File: src/rtl/cp0_reg_pkg.sv
// Shared CP0 constants: register addresses, exception type encodings and ExcCode values.
// Optional build macro CP0_COUNT_HALF_EN (see cp0_timer) halves the Count rate.
package cp0_reg_pkg;

  localparam logic [4:0] CP0_REG_COUNT   = 5'd9;
  localparam logic [4:0] CP0_REG_COMPARE = 5'd11;
  localparam logic [4:0] CP0_REG_STATUS  = 5'd12;
  localparam logic [4:0] CP0_REG_CAUSE   = 5'd13;
  localparam logic [4:0] CP0_REG_EPC     = 5'd14;
  localparam logic [4:0] CP0_REG_PRID    = 5'd15;
  localparam logic [4:0] CP0_REG_CONFIG  = 5'd16;

  localparam logic [31:0] EXC_INT  = 32'h0000_0001;
  localparam logic [31:0] EXC_SYS  = 32'h0000_0008;
  localparam logic [31:0] EXC_RI   = 32'h0000_000a;
  localparam logic [31:0] EXC_OV   = 32'h0000_000c;
  localparam logic [31:0] EXC_TR   = 32'h0000_000d;
  localparam logic [31:0] EXC_ERET = 32'h0000_000e;

  localparam logic [4:0] EXCCODE_INT = 5'h00;
  localparam logic [4:0] EXCCODE_SYS = 5'h08;
  localparam logic [4:0] EXCCODE_RI  = 5'h0a;
  localparam logic [4:0] EXCCODE_OV  = 5'h0c;
  localparam logic [4:0] EXCCODE_TR  = 5'h0d;

  localparam logic [31:0] STATUS_RESET = 32'h1000_0000;
  localparam int          STATUS_EXL   = 1;
  localparam int          CAUSE_BD     = 31;

  typedef struct packed {
    logic       entry;
    logic [4:0] code;
  } exc_decode_t;

  // Maps an exception type to "is this an entry" plus its ExcCode; eret is not an entry.
  function automatic exc_decode_t decode_exc(input logic [31:0] exc_type);
    exc_decode_t d;
    d.entry = 1'b0;
    d.code  = 5'd0;
    case (exc_type)
      EXC_INT: begin d.entry = 1'b1; d.code = EXCCODE_INT; end
      EXC_SYS: begin d.entry = 1'b1; d.code = EXCCODE_SYS; end
      EXC_RI:  begin d.entry = 1'b1; d.code = EXCCODE_RI;  end
      EXC_OV:  begin d.entry = 1'b1; d.code = EXCCODE_OV;  end
      EXC_TR:  begin d.entry = 1'b1; d.code = EXCCODE_TR;  end
      default: ;
    endcase
    return d;
  endfunction

endpackage

File: src/rtl/cp0_timer.sv
// Count/Compare timer with sticky interrupt. With CP0_COUNT_HALF_EN defined,
// Count advances only every second cycle; the compare logic is the same in both builds.
module cp0_timer (
  input  logic        clk,
  input  logic        rst,
  input  logic        count_we,
  input  logic        compare_we,
  input  logic [31:0] data,
  output logic [31:0] count,
  output logic [31:0] compare,
  output logic        timer_int
);

  logic advance;

`ifdef CP0_COUNT_HALF_EN
  logic toggle;

  always_ff @(posedge clk or posedge rst) begin
    if (rst) begin
      toggle <= 1'b0;
    end else if (count_we) begin
      toggle <= 1'b0;
    end else begin
      toggle <= ~toggle;
    end
  end

  assign advance = toggle;
`else
  assign advance = 1'b1;
`endif

  always_ff @(posedge clk or posedge rst) begin
    if (rst) begin
      count     <= 32'd0;
      compare   <= 32'd0;
      timer_int <= 1'b0;
    end else begin
      if (count_we) begin
        count <= data;
      end else if (advance) begin
        count <= count + 32'd1;
      end
      // A Compare write wins over a match seen in the same cycle.
      if (compare_we) begin
        compare   <= data;
        timer_int <= 1'b0;
      end else if ((compare != 32'd0) && (count == compare)) begin
        timer_int <= 1'b1;
      end
    end
  end

endmodule

File: src/rtl/cp0_reg.sv
// CP0 register file: Count/Compare (via cp0_timer), Status, Cause, EPC, PRId, Config,
// exception entry/eret updates and a combinational mfc0 read port. Honours CP0_COUNT_HALF_EN.
module cp0_reg
  import cp0_reg_pkg::*;
#(
  parameter logic [31:0] PRID_VALUE   = 32'h004c_0102,
  parameter logic [31:0] CONFIG_VALUE = 32'h0000_8000
) (
  input  logic        clk,
  input  logic        rst,
  input  logic        we_i,
  input  logic [4:0]  waddr_i,
  input  logic [31:0] data_i,
  input  logic [4:0]  raddr_i,
  output logic [31:0] data_o,
  input  logic [5:0]  int_i,
  input  logic [31:0] excepttype_i,
  input  logic [31:0] current_inst_addr_i,
  input  logic        is_in_delayslot_i,
  output logic [31:0] count_o,
  output logic [31:0] compare_o,
  output logic [31:0] status_o,
  output logic [31:0] cause_o,
  output logic [31:0] epc_o,
  output logic [31:0] config_o,
  output logic [31:0] prid_o,
  output logic        timer_int_o
);

  logic        count_we;
  logic        compare_we;
  exc_decode_t exc_dec;
  logic        is_eret;

  assign count_we   = we_i && (waddr_i == CP0_REG_COUNT);
  assign compare_we = we_i && (waddr_i == CP0_REG_COMPARE);
  assign exc_dec    = decode_exc(excepttype_i);
  assign is_eret    = (excepttype_i == EXC_ERET);

  cp0_timer u_timer (
    .clk        (clk),
    .rst        (rst),
    .count_we   (count_we),
    .compare_we (compare_we),
    .data       (data_i),
    .count      (count_o),
    .compare    (compare_o),
    .timer_int  (timer_int_o)
  );

  assign config_o = CONFIG_VALUE;
  assign prid_o   = PRID_VALUE;

  // Software write first; the exception/eret assignments below override the fields they touch.
  always_ff @(posedge clk or posedge rst) begin
    if (rst) begin
      status_o <= STATUS_RESET;
      cause_o  <= 32'd0;
      epc_o    <= 32'd0;
    end else begin
      cause_o[15:10] <= int_i;
      if (we_i) begin
        case (waddr_i)
          CP0_REG_STATUS: status_o <= data_i;
          CP0_REG_CAUSE: begin
            cause_o[9:8]   <= data_i[9:8];
            cause_o[23:22] <= data_i[23:22];
          end
          CP0_REG_EPC:    epc_o <= data_i;
          default: ;
        endcase
      end
      if (exc_dec.entry) begin
        // Nested entry (EXL already set) keeps the original return address.
        if (!status_o[STATUS_EXL]) begin
          epc_o             <= is_in_delayslot_i ? (current_inst_addr_i - 32'd4)
                                                 : current_inst_addr_i;
          cause_o[CAUSE_BD] <= is_in_delayslot_i;
        end
        status_o[STATUS_EXL] <= 1'b1;
        cause_o[6:2]         <= exc_dec.code;
      end else if (is_eret) begin
        status_o[STATUS_EXL] <= 1'b0;
      end
    end
  end

  always_comb begin
    data_o = 32'd0;
    case (raddr_i)
      CP0_REG_COUNT:   data_o = count_o;
      CP0_REG_COMPARE: data_o = compare_o;
      CP0_REG_STATUS:  data_o = status_o;
      CP0_REG_CAUSE:   data_o = cause_o;
      CP0_REG_EPC:     data_o = epc_o;
      CP0_REG_PRID:    data_o = PRID_VALUE;
      CP0_REG_CONFIG:  data_o = CONFIG_VALUE;
      default:         data_o = 32'd0;
    endcase
  end

endmodule
File: config.mk
export PLATFORM = sky130hd
export DESIGN_NAME = cp0_reg
export DESIGN_NICKNAME = d
export VERILOG_FILES = /design/src/rtl/cp0_reg_pkg.sv /design/src/rtl/cp0_timer.sv /design/src/rtl/cp0_reg.sv
export SDC_FILE = /design/constraint.sdc
export NUM_CORES = 1
export LEC_CHECK = 0
export BUFFER_PORTS_ARGS = -buffer_cell sky130_fd_sc_hd__buf_2
export CORE_ASPECT_RATIO = 0.8
export CORE_MARGIN = 2
export CORE_UTILIZATION = 44
export DETAILED_ROUTE_END_ITERATION = 6
export GPL_ROUTABILITY_DRIVEN = 0
export PLACE_DENSITY = 0.77
export SYNTH_ARGS = -nofsm -noshare
export SYNTH_HDL_FRONTEND = slang
export SYNTH_HIERARCHICAL = 1
export SYNTH_SLANG_ARGS = --single-unit
File: constraint.sdc
create_clock -name clk -period 2.35 [get_ports clk]
set_clock_uncertainty 0.2 [all_clocks]
set_input_delay 0.3525 -clock clk [delete_from_list [all_inputs] [get_ports clk]]
set_output_delay 0.3525 -clock clk [all_outputs]
set_load 0.01 [all_outputs]
---- Yosys cells after proc, flatten, opt, wreduce, memory -nomap -nowiden ----
Cells that the tools add are included.
word-level totals
  register bits after elaboration ......... 145
  word-level logic and storage cells ...... 58
  bits of input ports ..................... 116
cells by class
  reduce and logical (&&, ||, !) cells .... 11
  equal/unequal tests ..................... 19
  mux-type cells .......................... 14
  bitwise logic cells ..................... 1
  $add $sub $neg .......................... 2
operators with widths
  cell                     number
  $pmux W32 S7             1
  $mux W32                 6
  $eq A32 B4 Y1 const B    5
  $eq A5 B4 Y1 const B     11
  $add A32 B1 Y32 const B  1
  $eq A32 B1 Y1 const B    1
  $eq A32 B32 Y1           1
  $reduce_bool A32 Y1      1
  $sub A32 B3 Y32 const B  1
  $pmux W6 S5              1
  $reduce_and A2 Y1        4
  $reduce_bool A3 Y1       2
  $eq A5 B5 Y1 const B     1
  $mux W1                  4
  $mux W2                  2
  $logic_and A1 B1 Y1      3
  $reduce_bool A2 Y1       1
  $not A1 Y1               1

---- Longest topological paths before layout ----
Gate-level depths: netlist of run 1.
  word-level depth ........................ 5
  depth in mapped cells ................... 9
  mapped depth without buffers ............ 8

---- By module ----
The synthesis of run 1 kept the hierarchy.
modules (own cells, without submodules)
  module     cells an instance  seq. area each (µm²)  times used  area an instance (µm²)
  cp0_reg    576                1978.1                1           5554.1
  cp0_timer  331                1626.6                1           3422.0

---- Worst setup path before layout of run 1 ----
OpenSTA, ideal clock, no wires.
  path kind ............................... reg-to-reg
  from .................................... reg u_timer.count[0]
  to ...................................... reg u_timer.count[30]
  cell stages (with the launch flop) ...... 7
  setup time .............................. 0.082 ns
  clock period less this slack ............ 2.331 ns
  buffers on the path ..................... 1
  data required time ...................... 2.068 ns
  data arrival time ....................... 2.049 ns
  path slack .............................. 0.019 ns
  cell sequence ........................... dfrtp_1 > ha_1 > nand3_2 > or4_1 > buf_2 > or4_1 > a31oi_1
between the ends
  cells in the longest elaborated chain, start to end .. 2
ends and longest elaborated chain
  what                    line             RTL
  start, declared         cp0_timer.sv:9   output logic [31:0] count,
  start signal, assigned  cp0_timer.sv:41  count <= data;
  start signal, assigned  cp0_timer.sv:43  count <= count + 32'd1;
  $add A32 B1 Y32         cp0_timer.sv:43
  $mux W32                cp0_timer.sv:40  if (count_we) begin
Every way passes these cells.
A chain may end at the register's enable or synchronous reset.

---- Worst setup path in the final report of run 1 ----
  from .................................... reg u_timer.count[0]
  to ...................................... reg u_timer.count[22]
The elaborated chain is that of the path after synthesis.

==> results of run 1 <==
==> per-layer routing <==
| layer | track usage [%] | vias up | routed length, microns |
|---|---|---|---|
| met2 | 43.3 | 515 | 14800 |
| met5 | 0 | - | 0 |
| met3 | 7.11 | 64 | 3180 |
| met1 | 44.7 | 4223 | 14300 |
| li1 | - | 3856 | - |
| met4 | 10.4 | 0 | 942 |
==> how the worst min path moves through the flow <==
stage / from / endpoint / slack [ns] / cells after the start
after floorplan: int_i[0] / cause_o[10] / 0.18 / 0
after global placement: rst / cause_o[8] / 0.21 / 2
after detailed placement: rst / cause_o[8] / 0.22 / 2
after CTS: excepttype_i[1] / cause_o[3] / 0.01 / 3
after global routing: data_i[1] / u_timer/compare[1] / 0.03 / 2
final: excepttype_i[1] / cause_o[3] / 0.03 / 3
==> synthesized netlist by cell type, types with 6 or more instances <==
cell type,number,area share (%)
a211oi_1,30,2.5
a21oi_1,32,1.8
a221o_1,12,1.3
a22oi_1,17,1.4
a31oi_1,13,0.91
buf_2,6,0.33
buf_4,85,7.1
clkbuf_1,36,1.5
dfrtp_1,143,40
inv_1,13,0.54
mux2_2,72,9.0
mux2i_1,28,3.1
nand2_1,54,2.3
nand3_1,20,1.1
nand4_1,8,0.56
nor2_1,33,1.4
nor2b_1,34,2.4
nor3_1,18,1.0
nor4_1,27,1.9
o211ai_1,8,0.67
o21ai_0,46,2.6
o31ai_1,11,0.92
or4_1,21,1.8
xnor2_1,33,3.2
xor2_1,39,3.8
==> worst register-to-register path, stage by stage, from the launching register on <==
cell and delay (ns):
dfrtp_1 0.40, ha_4 0.18, nand3_4 0.09, or4_4 0.54, buf_12 0.17, or4_1 0.52, a31oi_1 0.20
==> stage by stage <==
step	utilization, %	setup WS [ns]	total power [mW]	cell area [sq um]
floorplan	-	0.0190	5.22	9280
global placement	54.9	-0.190	6.77	10900
detailed placement	54.9	-0.203	6.83	10900
CTS	58.8	0.000494	9.70	11700
global route	59.5	-0.0694	10.3	11800
finish	59.5	-0.0314	9.86	11800
==> power groups by stage <==
stage / clock network [mW] / registers, mW / logic [mW]
2_1_floorplan: 0 / 3.87 / 1.35
3_3_place_gp: 0 / 3.69 / 3.08
3_5_place_dp: 0 / 3.70 / 3.13
4_1_cts: 2.85 / 3.66 / 3.18
5_1_grt: 2.96 / 3.80 / 3.52
6_report: 2.82 / 3.73 / 3.31
==> cells by family after synthesis <==
family | after synthesis | synth area share [%]
muxes | 101 | 12.3
xor gates and xnor gates | 72 | 7.03
and+or+nand+nor | 255 | 16.8
AOI/OAI and AO/OA | 184 | 13.6
buffers and inverters | 147 | 9.83
adders and majority gates | 2 | 0.279
DFF | 144 | 40.2
other | 2 | 0.0837
==> flip-flops by register name, summed over array words and instances, names as in the netlist <==
signal             flops
epc_o                 32
status_o              32
u_timer/compare       32
u_timer/count         32
cause_o               15
u_timer/timer_int      1
==> cell type report <==
class	count	area, sq um	share of cell area, %
clock buffer	24	482	4.07
clock inverter	8	128	1.08
inverter	13	52.6	0.444
multi-input combinational	695	4950	41.8
sequential	144	3610	30.5
tap	264	330	2.79
timing repair buffer	379	2290	19.3
==> repair_timing <==
action	CTS	global route
pin swaps	2	4
setup endpoints to repair	35	20
gates cloned	1	0
hold buffers	10	0
buffers inserted	1	4
resized for setup	13	34
endpoints found under the hold margin	89	0
==> out/metrics.yaml, run 1 <==
worst_setup_path:
  ff2ff_path_depth: 6
  required_ns: 2.49
  r2r_setup_slack_ns: -0.03
  max_stage_delay_ns: 0.54
  cp.buffers_inverters: 1
  r2r_start: "u_timer/count[0]"
  arrival_ns: 2.52
  critPathMaxFanout: 18
  cp-end-kind: "register"
  crit_family: "simple AND/OR/NAND/NOR gates"
  critPathLaunch: "u_timer/count[0]"
  crit_type: "reg -> reg"
  crit_end: "u_timer/count[22]"
  worstReg2RegEnd: "u_timer/count[22]"
  path_cells: "ha_4, nand3_4, or4_4, buf_12, or4_1, a31oi_1"
  crit_slowest_cell: "or4_4"
  crit_path_start_kind: "register"
  crit_cells: 6
placed_design:
  placed_cells: 1481
  port-buffer-count: 291
  dpl.hpwl_mm: 25.5
routing:
  vias: 8658
  drt_iter0_markers: 893
  first_pass_iters: 7
  via_per_inst: 5.67
  routedWlPerCell_microns: 21.7
  drc: 0
  antenna_left: 0
  routed_wl_mm: 33.2
cts:
  ctsLongestPathBuffers: 2
  clock_latency_ns: 0.42
  clk_transition_reported_paths_ns: 0.06
  cts_buffers: 17
  htreeDepth: 4
  cts_tree: "built"
  cts_root_buffer: "clkbuf_16"
  cts.sinks: 144
sta:
  hold_violations: 0
  slew_viol_final: 0
  worst_slack_ns: -0.0314
  setup_viol: 2
  clock.fmax_mhz: 420
  rsz0062_at_grt: "yes"
  relSlewSlack_pct: 37.7
  hold_ws_ns: 0.0305
  tns_ns: -0.0496
  fin_crit_ns: 2.38
  period_share_pct: 101
  worst_slew_pin_slew_ns: 0.934
layout:
  layout_common_cells: "buf_2, dfrtp_1, conb_1"
  fin_nets: 1368
  final_cells: 1527
  fill_cells: 1699
  layout_commonest_cell: "buf_2"
  drive_above_1_share_pct: 40.9
  area_growth_pct: 32.0
  diodes: 0
status:
  status: "finished with violations"
  violations: "setup timing"
power:
  switching_share_pct: 36.7
  power_density_nw_per_um2: 832
  peakVddDrop_mv: 0.500
  intPower_mw: 6.24
  p_seq_share_pct: 37.8
  share_comb_of_total_power_pct: 33.6
  power.switching_mw: 3.62
  clock_power_share_pct: 28.6
  p_leak_nw: 5.61
synth:
  synth_ff_type: "dfrtp_1"
  postSynth.asyncResetShare_pct: 100
  ys_seq_area_share_pct: 40.2
  ys_types: 62
  ys_ff_latch: 144
  avgSynthCellArea_sq_um: 9.90
  synth_warnings: 38
  synth_edf_count: 0
  syn_inst: 907
  netlist_area_sq_um: 8980
floorplanning:
  placementRows: 46
  io_pins: 373
  die_y_microns: 132
  dieArea_sq_um: 21600
  dieWidth_microns: 164
  start_util_pct: 45.1
  core_area_sq_um: 19900
global_route:
  antenna_found_initial: 0
  grt_max_degree: 66
  grtUsageTotal_pct: 30.2
  grt_pass1_wl_mm: 49.0
  grt_pass1_vias: 8138
  grt-ovfl-total: 0
hold_path:
  hp-class: "in -> reg"
run:
  maxCapViolCount: 0
Power figures use the tool's default switching activity.
==> inputs of run 2 (changes only) <==
--- a/config.mk
+++ b/config.mk
@@ -14,5 +14,4 @@
 export PLACE_DENSITY = 0.77
 export SYNTH_ARGS = -nofsm -noshare
 export SYNTH_HDL_FRONTEND = slang
-export SYNTH_HIERARCHICAL = 1
 export SYNTH_SLANG_ARGS = --single-unit
==> out/metrics.yaml, run 2 <==
routing:
  drc: 0
  via_per_inst: 5.52
  vias: 8338
  drt_iter0_markers: 708
  routedWlPerCell_microns: 21.5
  routed_wl_mm: 32.4
  antenna_left: 0
  first_pass_iters: 5
cts:
  clock_latency_ns: 0.43
  cts_tree: "built"
  cts_root_buffer: "clkbuf_16"
  cts.sinks: 144
  cts_buffers: 17
  ctsLongestPathBuffers: 2
  clk_transition_reported_paths_ns: 0.06
  postCtsSetupRepairBufs: 0
  htreeDepth: 4
layout:
  drive_above_1_share_pct: 36.1
  fin_util_pct: 58.1
  layout_common_cells: "buf_2, dfrtp_1, nor2_1"
  fin_nets: 1347
  area_growth_pct: 28.7
  layout_commonest_cell: "buf_2"
  fill_cells: 1731
  seq_area_sq_um: 3600
  final_cells: 1511
  multi_input_area_sq_um: 4890
  final_cell_area_sq_um: 11600
placed_design:
  placed_cells: 1464
  port-buffer-count: 291
  dpl.hpwl_mm: 25.2
  place_area_sq_um: 10900
synth:
  synth_edf_count: 0
  netlist_area_sq_um: 9020
  yosys-top-cells-area: "dfrtp_1, mux2_2, buf_4"
  synth_ff_type: "dfrtp_1"
  synth_common_cells: "dfrtp_1, nor2_1, buf_4"
  synthMostInstantiatedCell: "dfrtp_1"
  avgSynthCellArea_sq_um: 9.92
  postSynth.asyncResetShare_pct: 100
  synth_warnings: 16
  ys_seq_area_share_pct: 40.0
  ys_ff_latch: 144
  syn_inst: 909
  yosys.area.top_type: "dfrtp_1"
  yosysTopAreaCellShare_pct: 39.7
  ys_types: 55
floorplanning:
  placementRows: 46
  core_area_sq_um: 20000
  die_y_microns: 132
  dieWidth_microns: 164
  start_util_pct: 45.2
  dieArea_sq_um: 21700
  io_pins: 373
worst_setup_path:
  crit_top_cell: "buf_2"
  max_stage_delay_ns: 0.39
  crit_type: "in -> out"
  cp-end-kind: "output pin"
  crit_slowest_cell: "mux2_2"
  required_ns: 1.80
  ff2ff_path_depth: 6
  critPathMaxFanout: 18
  crit_path_start_kind: "primary input"
  arrival_ns: 1.69
  r2r_setup_slack_ns: 0.31
  path_cells: "buf_2, buf_12, mux2_2, a31oi_1, o22ai_1, buf_2"
sta:
  slew_viol_final: 0
  rsz0062_at_grt: "no"
  clock.fmax_mhz: 447
  setup_viol: 0
  fin_crit_ns: 2.24
  tns_ns: 0
  period_share_pct: 95.3
  hold_violations: 0
hold_path:
  hp-class: "in -> reg"
  worstHoldPathCells: 3
power:
  clock_power_share_pct: 29.9
  power_density_nw_per_um2: 855
  peakVddDrop_mv: 0.437
  share_comb_of_total_power_pct: 31.3
  power.switching_mw: 3.57
  p_leak_nw: 5.53
  power_mw: 9.93
  intPower_mw: 6.35
  switching_share_pct: 36.0
  p_seq_share_pct: 38.8
global_route:
  antenna_found_initial: 1
  grt_pass1_wl_mm: 48.9
  grtUsageTotal_pct: 30.2
  grt_max_degree: 75
  grt-ovfl-total: 0
  grt_pass1_vias: 7977
run:
  maxCapViolCount: 0
status:
  status: "finished clean"
## run 2: cell types whose count changed after synthesis, sizes merged, moves of 19 or more
cell / before / now
o21ai: 46 / 19
mux2: 73 / 104
nand2: 56 / 14
a21oi: 34 / 77
or4: 23 / 3
nor2b: 34 / 8
a211oi: 30 / 2
nor2: 34 / 97
xnor2: 33 / 62
o22ai: 1 / 20
## run 2: final timing paths
check	startpoint	endpoint
min reg2reg	status_o[23]	status_o[23]
max reg2reg	u_timer.count[6]	u_timer.count[31]
max in group asynchronous	rst	status_o[18]
max	raddr_i[1]	data_o[15]
min	current_inst_addr_i[7]	epc_o[7]
min in group asynchronous	rst	u_timer.count[8]
## run 2: final cells by class
class                      instances  area share (%)
multi-input combinational        707            42.1
sequential                       144            31.0
timing repair buffer             352            18.1
clock buffer                      23            4.20
tap                              264            2.84
clock inverter                     9            1.33
inverter                           7           0.259
antenna                            5           0.108
## run 2: cell families (layout without fill, tap and decap cells)
| logic type | count (synthesis) | in the layout | synth area share (%) |
|---|---|---|---|
| AOI/OAI and AO/OA | 142 | 142 | 8.97 |
| xor gates and xnor gates | 91 | 91 | 8.83 |
| adders and majority gates | 2 | 2 | 0.277 |
| buffers and inverters | 137 | 391 | 9.35 |
| DFF | 144 | 144 | 40.0 |
| muxes | 149 | 149 | 18.0 |
| other | 2 | 86 | 0.0832 |
| and+or+nand+nor | 242 | 242 | 14.5 |
## run 2: worst max-delay path, delay by kind of cell
kind,cells,cell delay (ns)
compound gates,2,0.25
buf+inv,3,0.67
mux,1,0.39
## run 2: power groups by stage
stage               Sequential (mW)  Clock, mW  Combinational (mW)
global route                   3.93       3.09                3.37
CTS                            3.82       2.99                3.09
finish                         3.85       2.97                3.11
floorplan                      3.89          0                1.60
detailed placement             3.85          0                3.05
global placement               3.84          0                2.98
## run 2: repair_timing
item / 4_1_cts / 5_1_grt
resized for setup: 0 / 1
hold buffers: 10 / 0
setup endpoints to repair: 0 / 5
endpoints found under the hold margin: 152 / 0
## run 2: metal layers
layer  GRT usage [%]  wire, microns  vias up
met4            9.65            850        0
met3            8.52           3090       70
met2            43.9          14300      466
met5               0              0        -
met1            43.2          14200     4064
li1                -              -     3738
## run 2: per-stage QoR
step                      setup WS [ns]  hold WS (ns)
after CTS                         0.108       0.00512
after global placement           0.0238         0.261
after floorplan                -0.00673         0.184
after global routing            0.00760        0.0266
after detailed placement         0.0225         0.262
final                             0.111        0.0114
